===== src/rtl/serial_pkg.sv =====
// Shared definitions for the serial parity transmitter and its matching receiver:
// state encoding, default frame width and parity mode constants.
package serial_pkg;

    localparam logic [1:0] ST_IDLE   = 2'd0;
    localparam logic [1:0] ST_SHIFT  = 2'd1;
    localparam logic [1:0] ST_PARITY = 2'd2;

    typedef enum logic [1:0] {
        IDLE   = ST_IDLE,
        SHIFT  = ST_SHIFT,
        PARITY = ST_PARITY
    } tx_state_t;

    localparam int DEFAULT_DATA_W  = 8;

    localparam int PARITY_EVEN     = 0;
    localparam int PARITY_ODD_MODE = 1;

    // Starting value of the running XOR so the final bit yields the chosen parity
    function automatic logic parity_seed(input int mode);
        return (mode != PARITY_EVEN);
    endfunction

endpackage


===== src/rtl/serial_parity_tx_if.sv =====
// Word-in / bit-out bundle of the serial parity transmitter.
// master = word producer and serial line observer, slave = the transmitter.
import serial_pkg::*;

interface serial_parity_tx_if #(
    parameter int DATA_W = DEFAULT_DATA_W
);
    logic [DATA_W-1:0] in_data;
    logic              in_valid;
    logic              in_ready;
    logic              ser_out;
    logic              ser_valid;
    logic              frame_start;
    logic              par_slot;
    logic              busy;

    modport master (
        output in_data, in_valid,
        input  in_ready, ser_out, ser_valid, frame_start, par_slot, busy
    );

    modport slave (
        input  in_data, in_valid,
        output in_ready, ser_out, ser_valid, frame_start, par_slot, busy
    );

endinterface


===== src/rtl/serial_parity_tx_parity_acc.sv =====
// One-bit running XOR accumulator. A clear loads the seed (parity mode),
// each enabled cycle folds in one serial bit. parity_nxt exposes the value
// the accumulator would take this cycle so a caller can emit it without delay.
import serial_pkg::*;

module parity_acc (
    input  logic clk,
    input  logic rst,
    input  logic clear,
    input  logic seed,
    input  logic en,
    input  logic bit_in,
    output logic parity,
    output logic parity_nxt
);

    assign parity_nxt = parity ^ bit_in;

    // Clear has priority over accumulate so a new frame always starts from the seed
    always_ff @(posedge clk) begin
        if (rst) begin
            parity <= 1'b0;
        end else if (clear) begin
            parity <= seed;
        end else if (en) begin
            parity <= parity_nxt;
        end
    end

endmodule


===== src/rtl/serial_parity_tx.sv =====
// Serialises a parallel word LSB-first, then appends a parity bit.
// All serial-side outputs are registered and computed one cycle ahead, so a word
// accepted at edge N shows data bit 0 during cycle N+1 and parity during N+1+DATA_W.
// The parity cycle also accepts the next word, allowing gap-free back-to-back frames.
module serial_parity_tx
    import serial_pkg::*;
#(
    parameter int DATA_W     = DEFAULT_DATA_W,
    parameter int PARITY_ODD = PARITY_EVEN
) (
    input  logic               clk,
    input  logic               rst,
    serial_parity_tx_if.slave  bus
);

    localparam int               CNT_W    = $clog2(DATA_W + 1);
    localparam logic [CNT_W-1:0] LAST_BIT = CNT_W'(DATA_W - 1);
    localparam logic             SEED     = parity_seed(PARITY_ODD);

    tx_state_t         state;
    logic [DATA_W-1:0] shreg;
    logic [CNT_W-1:0]  cnt;
    logic              accept;
    logic              acc;
    logic              acc_nxt;
    logic              shifting;

    assign accept   = bus.in_valid & bus.in_ready;
    assign shifting = (state == SHIFT);

    parity_acc u_parity_acc (
        .clk        (clk),
        .rst        (rst),
        .clear      (accept),
        .seed       (SEED),
        .en         (shifting),
        .bit_in     (shreg[0]),
        .parity     (acc),
        .parity_nxt (acc_nxt)
    );

    // Frame FSM: state, shift register, bit counter and look-ahead output registers
    always_ff @(posedge clk) begin
        if (rst) begin
            state           <= IDLE;
            shreg           <= '0;
            cnt             <= '0;
            bus.ser_out     <= 1'b0;
            bus.ser_valid   <= 1'b0;
            bus.frame_start <= 1'b0;
            bus.par_slot    <= 1'b0;
            bus.busy        <= 1'b0;
            bus.in_ready    <= 1'b1;
        end else begin
            case (state)
                IDLE, PARITY: begin
                    if (accept) begin
                        state           <= SHIFT;
                        shreg           <= bus.in_data;
                        cnt             <= '0;
                        bus.ser_out     <= bus.in_data[0];
                        bus.ser_valid   <= 1'b1;
                        bus.frame_start <= 1'b1;
                        bus.par_slot    <= 1'b0;
                        bus.busy        <= 1'b1;
                        bus.in_ready    <= 1'b0;
                    end else begin
                        state           <= IDLE;
                        bus.ser_out     <= 1'b0;
                        bus.ser_valid   <= 1'b0;
                        bus.frame_start <= 1'b0;
                        bus.par_slot    <= 1'b0;
                        bus.busy        <= 1'b0;
                        bus.in_ready    <= 1'b1;
                    end
                end
                SHIFT: begin
                    shreg           <= shreg >> 1;
                    bus.frame_start <= 1'b0;
                    bus.ser_valid   <= 1'b1;
                    bus.busy        <= 1'b1;
                    if (cnt == LAST_BIT) begin
                        state        <= PARITY;
                        bus.ser_out  <= acc_nxt;
                        bus.par_slot <= 1'b1;
                        bus.in_ready <= 1'b1;
                    end else begin
                        cnt          <= cnt + 1'b1;
                        bus.ser_out  <= shreg[1];
                        bus.par_slot <= 1'b0;
                        bus.in_ready <= 1'b0;
                    end
                end
                default: begin
                    state           <= IDLE;
                    bus.ser_out     <= 1'b0;
                    bus.ser_valid   <= 1'b0;
                    bus.frame_start <= 1'b0;
                    bus.par_slot    <= 1'b0;
                    bus.busy        <= 1'b0;
                    bus.in_ready    <= 1'b1;
                end
            endcase
        end
    end

endmodule

===== src/flat_wrapper.sv =====
// flat-port wrapper written by rule: the top's interface ports become plain ports
module serial_parity_tx_flat import serial_pkg::*;
#(
    parameter int DATA_W     = DEFAULT_DATA_W,
    parameter int PARITY_ODD = PARITY_EVEN
)
  (clk, rst, bus_in_data, bus_in_valid, bus_in_ready, bus_ser_out, bus_ser_valid, bus_frame_start, bus_par_slot, bus_busy);
  serial_parity_tx_if #(.DATA_W(DATA_W)) bus_i ();
  input  logic clk;
  input  logic rst;
  input wire logic [$bits(bus_i.in_data)-1:0] bus_in_data;
  input wire logic [$bits(bus_i.in_valid)-1:0] bus_in_valid;
  output wire logic [$bits(bus_i.in_ready)-1:0] bus_in_ready;
  output wire logic [$bits(bus_i.ser_out)-1:0] bus_ser_out;
  output wire logic [$bits(bus_i.ser_valid)-1:0] bus_ser_valid;
  output wire logic [$bits(bus_i.frame_start)-1:0] bus_frame_start;
  output wire logic [$bits(bus_i.par_slot)-1:0] bus_par_slot;
  output wire logic [$bits(bus_i.busy)-1:0] bus_busy;
  assign bus_i.in_data = bus_in_data;
  assign bus_i.in_valid = bus_in_valid;
  assign bus_in_ready = bus_i.in_ready;
  assign bus_ser_out = bus_i.ser_out;
  assign bus_ser_valid = bus_i.ser_valid;
  assign bus_frame_start = bus_i.frame_start;
  assign bus_par_slot = bus_i.par_slot;
  assign bus_busy = bus_i.busy;
  serial_parity_tx #(.DATA_W(DATA_W), .PARITY_ODD(PARITY_ODD)) u_core (.clk(clk), .rst(rst), .bus(bus_i));
endmodule

===== config.mk =====
export PLATFORM = sky130hd
export DESIGN_NAME = serial_parity_tx_flat
export DESIGN_NICKNAME = d
export VERILOG_FILES = /design/src/rtl/serial_pkg.sv /design/src/rtl/serial_parity_tx_if.sv /design/src/rtl/serial_parity_tx_parity_acc.sv /design/src/rtl/serial_parity_tx.sv /design/src/flat_wrapper.sv
export SDC_FILE = /design/constraint.sdc
export NUM_CORES = 1
export LEC_CHECK = 0
export ABC_AREA = 1
export BUFFER_PORTS_ARGS = -buffer_cell sky130_fd_sc_hd__buf_4
export CAP_MARGIN = 20
export CORE_MARGIN = 1.5
export CORE_UTILIZATION = 47
export CTS_CLUSTER_SIZE = 20
export DETAILED_ROUTE_END_ITERATION = 8
export PLACE_DENSITY = 0.83
export SLEW_MARGIN = 30
export SYNTH_ARGS = -nofsm -noshare
export SYNTH_HDL_FRONTEND = slang
export SYNTH_SLANG_ARGS = --single-unit

===== constraint.sdc =====
create_clock -name clk -period 1.2 [get_ports clk]
set_clock_uncertainty 0.15 [all_clocks]
set_input_delay 0.3 -clock clk [delete_from_list [all_inputs] [get_ports clk]]
set_output_delay 0.3 -clock clk [all_outputs]
set_load 0.02 [all_outputs]

==> key figures <==
Timing
  – Worst slew pin tran: 0.257 ns
  – Finish-stage setup viols: 17
  – Setup TNS: -0.447 ns
  – Max Slew Vio Count: 0
  – Max_slew headroom: 82.8%
  – Fin crit share: 104%
  – Hold Worst Slack: 0.0439 ns
  – Hold Fails Final Rpt: 0
  – RSZ-0062 raised after global routing: yes
  – Achievable frequency: 0.799 GHz
  – Setup slack after layout: -0.0515 ns
  – Period minus WS final: 1.25 ns

Floorplanning
  – Die Ht: 46.4 µm
  – Core Box Area: 1750 µm²
  – Io pins: 17
  – Initial Util: 50.7%
  – Die area: 2150 µm²
  – Die width: 46.4 µm
  – # rows: 15

Detailed routing
  – TritonRoute pass-1 iters: 4
  – Residual DRC: 0
  – Vias per cell: 5.16
  – Routed WL per cell: 13.0 µm
  – Total number of vias: 887
  – Initial DRC Count: 18
  – ANT nets after route: 0
  – DRT Wirelength: 2.23 mm

Critical path
  – Startpoint Class: flop
  – Crit. End Element: flop
  – Setup CP Type: flop to flop
  – CP required: 1.30 ns
  – Crit path arrival time: 1.35 ns
  – Maximum fanout along the worst path: 5

Cells and area
  – Layout area overhead: 40.0%
  – Final Instance Count excl. Fillers: 172
  – Final net count: 161
  – Layout cells sized above 1: 43.5%
  – Layout Utilization: 71.0%
  – # diodes: 0

Clocking
  – Root buffer cell: clkbuf_4
  – H-tree Lvls: 1
  – CTS clk-pin slew, worst paths: 0.11 ns
  – TritonCTS Buffers: 3
  – Clk sinks: 20
  – CTS tree: done
  – Clock Path Buffers: 2
  – Clk Latency, worst-skew pair: 0.30 ns

Synth
  – Synth Cell Area: 885 µm²
  – Largest family of logic cells by synthesized area: simple AND/OR/NAND/NOR gates
  – Top cell type's share of synthesized area: 45.3%
  – Post-synth top area cell: dfxtp_1
  – Number of enable flip-flop cells after synthesis: 0
  – Synth Area in Adders: 1.41%
  – Sequential cell area fraction in the yosys report: 45.3%
  – Synthesized area per cell: 7.13 µm²
  – Synth area leaders: dfxtp_1, nand2_1, nand3_1, a21oi_1, inv_1
  – Main flop type after synthesis: dfxtp_1
  – Synth warn: 0
  – Cell variety after synth: 23
  – Top post-synthesis cells by count: nand2_1, dfxtp_1, nand3_1
  – Synth Register Bits: 20
  – Ys async rst share: 0%
  – Synth Area in XOR/XNOR: 0%
  – Synth Instances: 124
  – Post-synthesis simple-gate area fraction: 37.1%
  – Compound-gate portion of the synthesized area: 7.36%
  – Syn nets: 136
  – Post-synthesis mux area share: 0%
  – Most frequent cell after synthesis: nand2_1

GRT
  – Remaining global-route overflow: 0
  – Tot GR Track Use: 23.7%
  – First-pass GRT wire length: 3.52 mm
  – Initial antenna violation count: 0
  – Largest net degree at the start of global routing: 17
  – Vias in the first global route: 865

Placement
  – Placed Cells: 166
  – RD Place Congestion: 0.834
  – PortBufs: 16
  – HPWL Detailed: 1.36 mm

Power
  – Gate power share: 25.5%
  – Int Pwr: 0.000992 W
  – VDD IR max: 0.765 mV
  – Net Sw Power: 0.000439 W
  – Seq pwr share: 52.4%
  – Sw Share: 30.6%
  – Clock power frac: 22.1%
  – Lkg Pwr: 0.549 nW
  – PwrDens: 1160 nW/µm²

Flow run
  – Max-Cap Viols: 0

Status
  – Status: finished, violations left
  – Failing checks: setup timing

Min path
  – HP Class: primary input to flop
## layout make-up
cell class / count / area [µm²]
fill: 143 / 507
clock buffer: 3 / 22.5
inverter: 10 / 42.5
sequential: 20 / 414
tap: 25 / 31.3
multi-input combinational: 89 / 507
timing repair buffer: 25 / 221
## metal layers
layer | part of all wire, % | wire [µm] | track usage [%]
met1 | 39 | 881 | 26.8
met2 | 53 | 1180 | 40.8
met4 | 2.6 | 59 | 13.1
met3 | 4.9 | 110 | 4.71
met5 | 0 | 0 | 0
## sequential cells by signal, indices dropped and copies added (netlist names)
register and flops:
u_core.bus.par_slot 1, u_core.state 2, u_core.bus.frame_start 1, u_core.shreg 8
u_core.bus.ser_out 1, u_core.bus.ser_valid 1, u_core.cnt 4, u_core.u_parity_acc.parity 1
u_core.bus.in_ready 1
## through the flow
stage	area (µm²)	power, W	worst slack (ns)
floorplan	900	0.000941	-0.0648
global placement	1050	0.00102	-0.193
detailed placement	1050	0.00103	-0.235
CTS	1200	0.00139	-0.0238
global route	1240	0.00149	-0.105
finish	1240	0.00143	-0.0515
## cells by family after synthesis
logic type,after synthesis
AO/OA/AOI/OAI,12
flip-flops,20
buffers and inverters,15
adder cells (fa/ha/maj),1
AND/OR/NAND/NOR,76
## critical path: stages, from the launching register on
cell and delay (ns):
dfxtp_4 0.40, inv_4 0.04, nor2_4 0.17, buf_4 0.18, nand3_1 0.08, nand3_1 0.09
nand2_1 0.05, inv_1 0.06
## power groups by stage
stage	Clock (W)	Sequential [W]	Combinational [W]
2_1_floorplan	0	0.000764	0.000177
3_3_place_gp	0	0.000752	0.000271
3_5_place_dp	0	0.000754	0.000280
4_1_cts	0.000315	0.000747	0.000332
5_1_grt	0.000344	0.000756	0.000394
6_report	0.000316	0.000750	0.000365
## layout by cell type, fill, tap and decap left out, drive strengths merged
cell     n
inv     10
and2     1
o21ai    1
nand2   50
buf     25
nor2    11
clkbuf   3
a31oi    1
nand4    1
or2      1
a21oi   10
nor3     2
ha       1
dfxtp   20
nand3   10
## final timing paths
kind	start	endpoint	slack, ns	cells past startpoint
worst min-delay path	bus_in_data[7]	u_core.shreg[7]	0.04	3
worst max-delay path	u_core.state[0]	u_core.bus.ser_out	-0.05	7
worst min register to register	u_core.shreg[4]	u_core.shreg[4]	0.34	2
worst max register to register	u_core.state[0]	u_core.bus.ser_out	-0.05	7
## timing repair
action                     CTS  global route
buffers inserted             2             0
gates resized for setup     34            13
setup endpoints to repair   18            22
hold buffers                 0             0
pin swaps                    6             5
gates cloned                 1             0
(Power assumes the default switching activity.)
